==> src/rtl/proc_mem_arb_pkg.sv <==
// Shared types and constants for the processor/memory arbiter and its tag queue.
// Tags record which requester owns each outstanding memory transaction.
package proc_mem_arb_pkg;

   typedef logic tag_t;

   localparam tag_t TAG_IMEM  = 1'b0;
   localparam tag_t TAG_DMEM  = 1'b1;
   localparam logic REQ_READ  = 1'b0;
   localparam logic REQ_WRITE = 1'b1;

endpackage

==> src/rtl/arb_tag_queue.sv <==
// In-order owner-tag FIFO, DEPTH entries (power of two); push/pop take effect at the clock edge.
// Head is combinational from storage; a push while full or a pop while empty is ignored.
module arb_tag_queue
   import proc_mem_arb_pkg::*;
#(
   parameter int DEPTH = 2
) (
   input  logic clk,
   input  logic rst_n,
   input  logic i_push,
   input  tag_t i_tag,
   input  logic i_pop,
   output tag_t o_head,
   output logic o_full,
   output logic o_empty
);

   localparam int PW = (DEPTH > 1) ? $clog2(DEPTH) : 1;
   localparam int CW = $clog2(DEPTH + 1);
   localparam logic [CW-1:0] FULL_CNT = CW'(DEPTH);

   tag_t [DEPTH-1:0] r_mem;
   logic [PW-1:0]    r_wptr;
   logic [PW-1:0]    r_rptr;
   logic [CW-1:0]    r_count;
   logic             w_push;
   logic             w_pop;

   assign o_full  = (r_count == FULL_CNT);
   assign o_empty = (r_count == '0);
   assign o_head  = r_mem[r_rptr];
   assign w_push  = i_push & ~o_full;
   assign w_pop   = i_pop & ~o_empty;

   // Pointers are exactly log2(DEPTH) wide, so they wrap modulo DEPTH on their own.
   always_ff @(posedge clk or negedge rst_n) begin
      if (!rst_n) begin
         r_mem   <= '0;
         r_wptr  <= '0;
         r_rptr  <= '0;
         r_count <= '0;
      end else begin
         if (w_push) begin
            r_mem[r_wptr] <= i_tag;
            r_wptr        <= r_wptr + PW'(1);
         end
         if (w_pop)
            r_rptr <= r_rptr + PW'(1);
         case ({w_push, w_pop})
            2'b10:   r_count <= r_count + CW'(1);
            2'b01:   r_count <= r_count - CW'(1);
            default: r_count <= r_count;
         endcase
      end
   end

endmodule

==> src/rtl/proc_mem_arb.sv <==
// Imem/dmem arbiter onto one memory port: dmem priority with imem starvation guard, 0-cycle req/resp.
// Optional perf counters built only when PROC_MEM_ARB_PERF_EN is defined; otherwise perf_* read 0.
module proc_mem_arb
   import proc_mem_arb_pkg::*;
#(
   parameter int MAX_OUTS     = 2,
   parameter int STARVE_LIMIT = 4
) (
   input  logic        clk,
   input  logic        rst,
   input  logic        imemreq_val,
   output logic        imemreq_rdy,
   input  logic [31:0] imemreq_addr,
   output logic        imemresp_val,
   output logic [31:0] imemresp_data,
   input  logic        dmemreq_val,
   output logic        dmemreq_rdy,
   input  logic        dmemreq_type,
   input  logic [31:0] dmemreq_addr,
   input  logic [31:0] dmemreq_wdata,
   output logic        dmemresp_val,
   output logic [31:0] dmemresp_rdata,
   output logic        memreq_val,
   input  logic        memreq_rdy,
   output logic        memreq_type,
   output logic [31:0] memreq_addr,
   output logic [31:0] memreq_wdata,
   input  logic        memresp_val,
   input  logic [31:0] memresp_data,
   output logic        err,
   output logic [31:0] perf_igrant,
   output logic [31:0] perf_dgrant,
   output logic [31:0] perf_conflict
);

   localparam logic [3:0] STARVE_MAX = 4'(STARVE_LIMIT);

   logic [3:0] r_starve;
   logic       r_err;
   logic       w_full;
   logic       w_empty;
   tag_t       w_head;
   logic       w_starved;
   logic       w_dwin;
   logic       w_iwin;
   logic       w_iacc;
   logic       w_dacc;
   logic       w_pop;

   assign w_starved = (r_starve == STARVE_MAX) & imemreq_val;
   assign w_dwin    = dmemreq_val & ~w_starved;
   assign w_iwin    = imemreq_val & ~w_dwin;

   assign memreq_val  = (w_dwin | w_iwin) & ~w_full;
   assign imemreq_rdy = w_iwin & memreq_rdy & ~w_full;
   assign dmemreq_rdy = w_dwin & memreq_rdy & ~w_full;
   assign w_iacc      = imemreq_val & imemreq_rdy;
   assign w_dacc      = dmemreq_val & dmemreq_rdy;

   always_comb begin
      memreq_type  = REQ_READ;
      memreq_addr  = '0;
      memreq_wdata = '0;
      if (w_dwin) begin
         memreq_type  = dmemreq_type;
         memreq_addr  = dmemreq_addr;
         memreq_wdata = dmemreq_wdata;
      end else if (w_iwin) begin
         memreq_addr  = imemreq_addr;
      end
   end

   arb_tag_queue #(.DEPTH(MAX_OUTS)) u_tagq (
      .clk     (clk),
      .rst_n   (rst),
      .i_push  (w_iacc | w_dacc),
      .i_tag   (w_dacc ? TAG_DMEM : TAG_IMEM),
      .i_pop   (w_pop),
      .o_head  (w_head),
      .o_full  (w_full),
      .o_empty (w_empty)
   );

   // A response with nothing outstanding is dropped rather than misrouted.
   assign w_pop          = memresp_val & ~w_empty;
   assign imemresp_val   = w_pop & (w_head == TAG_IMEM);
   assign dmemresp_val   = w_pop & (w_head == TAG_DMEM);
   assign imemresp_data  = memresp_data;
   assign dmemresp_rdata = memresp_data;
   assign err            = r_err;

   always_ff @(posedge clk or negedge rst) begin
      if (!rst) begin
         r_starve <= '0;
         r_err    <= 1'b0;
      end else begin
         if (!imemreq_val || w_iacc)
            r_starve <= '0;
         else if (r_starve != STARVE_MAX)
            r_starve <= r_starve + 4'd1;
         if (memresp_val && w_empty)
            r_err <= 1'b1;
      end
   end

`ifdef PROC_MEM_ARB_PERF_EN
   logic [31:0] r_perf_i;
   logic [31:0] r_perf_d;
   logic [31:0] r_perf_c;

   always_ff @(posedge clk or negedge rst) begin
      if (!rst) begin
         r_perf_i <= '0;
         r_perf_d <= '0;
         r_perf_c <= '0;
      end else begin
         if (w_iacc)
            r_perf_i <= r_perf_i + 32'd1;
         if (w_dacc)
            r_perf_d <= r_perf_d + 32'd1;
         if (imemreq_val && dmemreq_val)
            r_perf_c <= r_perf_c + 32'd1;
      end
   end

   assign perf_igrant   = r_perf_i;
   assign perf_dgrant   = r_perf_d;
   assign perf_conflict = r_perf_c;
`else
   assign perf_igrant   = '0;
   assign perf_dgrant   = '0;
   assign perf_conflict = '0;
`endif

endmodule

==> config.mk <==
export PLATFORM = sky130hd
export DESIGN_NAME = proc_mem_arb
export DESIGN_NICKNAME = d
export VERILOG_FILES = /design/src/rtl/proc_mem_arb_pkg.sv /design/src/rtl/arb_tag_queue.sv /design/src/rtl/proc_mem_arb.sv
export SDC_FILE = /design/constraint.sdc
export NUM_CORES = 1
export LEC_CHECK = 0
export ABC_CLOCK_PERIOD_IN_PS = 2000
export CAP_MARGIN = 20
export CORE_AREA = 5 5 138 140
export CTS_CLUSTER_DIAMETER = 40
export DETAILED_ROUTE_END_ITERATION = 10
export DIE_AREA = 0 0 143 145
export PLACE_DENSITY_LB_ADDON = 0.12
export SLEW_MARGIN = 20
export SYNTH_ARGS = -nofsm -noshare
export SYNTH_HDL_FRONTEND = slang
export SYNTH_SLANG_ARGS = --single-unit
export TNS_END_PERCENT = 100
==> constraint.sdc <==
create_clock -name clk -period 2 [get_ports clk]
set_input_delay 0.3 -clock clk [delete_from_list [all_inputs] [get_ports clk]]
set_output_delay 0.3 -clock clk [all_outputs]
set_load 0.01 [all_outputs]
==> impl_metrics.toml, run 1 <==
[clocking]
clock_tree.root_cell = "clkbuf_16"
ctsHoldBuffers = 0
cts_max_level = 1
clkTransAtPathRegs_ns = 0.04
clockBufferDepth = 2
tritoncts = "yes"
cts_sinks = 11
insertion_delay_ns = 0.24
cts_inserted_buffers = 3

[floorplanning]
core_um2 = 17700
die_x_um = 143
die_area_um2 = 20700
dieHeight_um = 145
fp-row-count = 49
io_pins = 366
start_util = 0.151

[placement]
place_congestion = 0.807
port_buffers = 173
placed_cell_area_um2 = 3950
dp.cells = 705
dp_hpwl_um = 8120
place_ws_ns = -0.437

[layout]
nNetsFinal = 628
fill_cells = 1984
n_antenna_cell = 0
drive_above_1_share = 0.237
area_growth_pct = 53.8
stdcell_area_um2 = 4110
utilization = 0.232
final-instance-count-excl-fill = 718

[critical_path]
cp_cell_sequence = "inv_2 > ha_4 > nand3b_4 > o21a_4 > buf_8 > and2_1 > dlygate4sd2_1"
required_ns = 1.70
r2r-start = "r_starve[1]"
cp.arrival_ns = 1.75
cpPeakStageDelay_ns = 0.38
worstSetupStartpointType = "flip-flop"
slowest_stage = "dfrtp_1"
worstSetupPathType = "reg -> out"
crit_buf_inv = 3
cp-startpoint = "r_starve[1]"
critPathMaxFanout = 14
rr_worst_depth = 7
reg2reg_slack_ns = 0.36
critPathCaptureType = "output pin"
reg2reg_to = "u_tagq.r_mem[0]"
crit_family = "buffers and inverters"

[synth]
ys_seq_elements = 11
netlist_area_um2 = 2680
ys_async_sr_fraction = 1.00
synth_top_area_frac = 0.452
syn-instance-count = 358
ys_types = 32
muxShareOfSynthArea = 0.136
ys.flop_type = "dfrtp_1"
synth-simple-area-share = 0.170
synth_compound_area_frac = 0.0239
synthXorXnorAreaFrac = 0.0229
synth.area.top_cells = "buf_4 (45%), mux2i_1 (12%), dfrtp_1 (10%)"
synth_top_area_cell = "buf_4"
syn_area_per_cell_um2 = 7.47
synth_warnings = 0
synthAdderAreaFrac = 0.0140
synth_edf_count = 0
seq_area_frac_synth = 0.103
synth_top_family_by_area = "buffers and inverters"

[pwr]
leakagePower_nw = 2.19
ir_drop_v = 0.000196
power_density_nw_per_um2 = 499
total_power_mw = 2.05

[global_route]
grt_overflow = 0
grt_usage = 0.0865
grt_pass1_wl_um = 14200
grt_pass1_vias = 2376
antenna_found_initial = 0
grt_max_degree = 20

[drt]
drcViolationCount = 0
drt-initial-drc-count = 39
viasPerCell = 3.22
ant_nets = 0
drtPass1Iterations = 4
drt-total-wl_um = 9810
vias = 2314
routedWlPerCell_um = 13.7

[sta]
period_minus_slack_ns = 2.05
clock.fmax_mhz = 487
maxSlewViolCount = 0
max_slew_margin = 0.640
tightest_slew_ns = 0.539
rsz0062_at_grt = "true"
fin_ws_ns = -0.0527
clock_skew_ns = 0.00404
setup_viol = 31
hold_viol = 0
finalCritPeriodShare = 1.03

[job]
drv_cap = 0

[run_status]
violations = "setup timing"
status = "complete, but fails checks"

[min_path]
hold_path.class = "in -> async"
## worst reg2reg max path: stages, from the launching register on
cell and delay, ns:
dfrtp_1 0.38, inv_2 0.08, ha_4 0.14, nand3b_4 0.08
o21a_4 0.24, buf_4 0.19, buf_4 0.15, mux2_2 0.26
## stage by stage
step / TNS (ns) / hold slack, ns
floorplan: 0 / 0.00441
global placement: -22.90 / 0.448
detailed placement: -23.15 / 0.453
CTS: -5.41 / 0.450
global route: -5.11 / 0.482
finish: -1.04 / 0.412
## state kept, by name, summed over array words and instances (netlist names)
| signal | count |
|---|---|
| r_starve | 4 |
| u_tagq.r_count | 2 |
| u_tagq.r_mem | 2 |
| err | 1 |
| u_tagq.r_rptr | 1 |
| u_tagq.r_wptr | 1 |
## Yosys cell counts, drive strengths merged, types with 2 or more instances
library cell,n
xnor2,5
clkbuf,7
xor2,2
ha,3
inv,36
buf,165
and2,33
dfrtp,11
and4,2
nor2,5
mux2,3
mux2i,33
nand3b,3
nor2b,2
nand2,33
## worst max-delay path by stage
stage	depth (start not counted)	to	slack [ns]
global route	8	memreq_addr[18]	-0.16
global placement	6	memreq_addr[17]	-0.41
floorplan	7	imemreq_rdy	0.19
detailed placement	6	memreq_addr[17]	-0.44
CTS	8	memreq_addr[13]	-0.14
finish	7	memreq_type	-0.05
## final cells by class
| class | count | area, um2 | share of cell area |
|---|---|---|---|
| Inverter | 36 | 135 | 0.0328 |
| Multi-Input combinational cell | 234 | 1420 | 0.345 |
| Sequential cell | 11 | 275 | 0.0669 |
| Timing Repair Buffer | 204 | 1920 | 0.467 |
| Tap cell | 229 | 287 | 0.0696 |
| Clock buffer | 4 | 78.8 | 0.0192 |
## where the power goes
part | internal (mW) | total (mW) | leakage (nW) | switching [mW]
logic | 0.736 | 1.31 | 2.02 | 0.577
clock network | 0.268 | 0.371 | 0.0382 | 0.103
registers | 0.306 | 0.369 | 0.133 | 0.0632
## cells by family (layout without fill, tap and decap cells)
family | Yosys count | count (layout)
mux | 36 | 36
compound gates | 8 | 8
xor+xnor | 7 | 7
fa+ha+maj | 3 | 3
simple gates | 84 | 84
other cells | 1 | 96
flops | 11 | 11
buf+inv | 208 | 244
## cell usage in the layout, fill, tap and decap left out, drive strengths merged, types with 2 or more instances in the layout
cell,netlist,layout
clkdlybuf4s50,0,104
conb,1,96
buf,165,84
inv,36,36
nand2,33,33
mux2i,33,33
and2,33,33
dlygate4sd2,0,14
dfrtp,11,11
nor2,5,5
xnor2,5,5
clkbuf,7,4
mux2,3,3
nand3b,3,3
ha,3,3
nor2b,2,2
and4,2,2
xor2,2,2
## timing repair
action,CTS,global route
gates cloned,4,0
gates resized for setup,292,6
pin swaps,19,2
setup buffers,5,1
endpoints found under the setup margin,70,70
## metal layers
| layer | up-vias | global-route usage | wire length [um] | part of all wire |
|---|---|---|---|---|
| li1 | 1107 | - | - | - |
| met1 | 1036 | 0.0797 | 2980 | 0.30 |
| met2 | 141 | 0.176 | 5370 | 0.55 |
| met3 | 30 | 0.0207 | 1170 | 0.12 |
| met4 | 0 | 0.0328 | 282 | 0.029 |
| met5 | - | 0 | 0 | 0 |
No activity file was read; power rests on OpenSTA's default activity.
==> inputs of run 2 (changes only) <==
--- a/config.mk
+++ b/config.mk
@@ -9,6 +9,7 @@
 export CAP_MARGIN = 20
 export CORE_AREA = 5 5 138 140
 export CTS_CLUSTER_DIAMETER = 40
+export CTS_CLUSTER_SIZE = 10
 export DETAILED_ROUTE_END_ITERATION = 10
 export DIE_AREA = 0 0 143 145
 export PLACE_DENSITY_LB_ADDON = 0.12
==> results of run 2 <==
Final layout, timing and power as in run 1 (identical DEF).
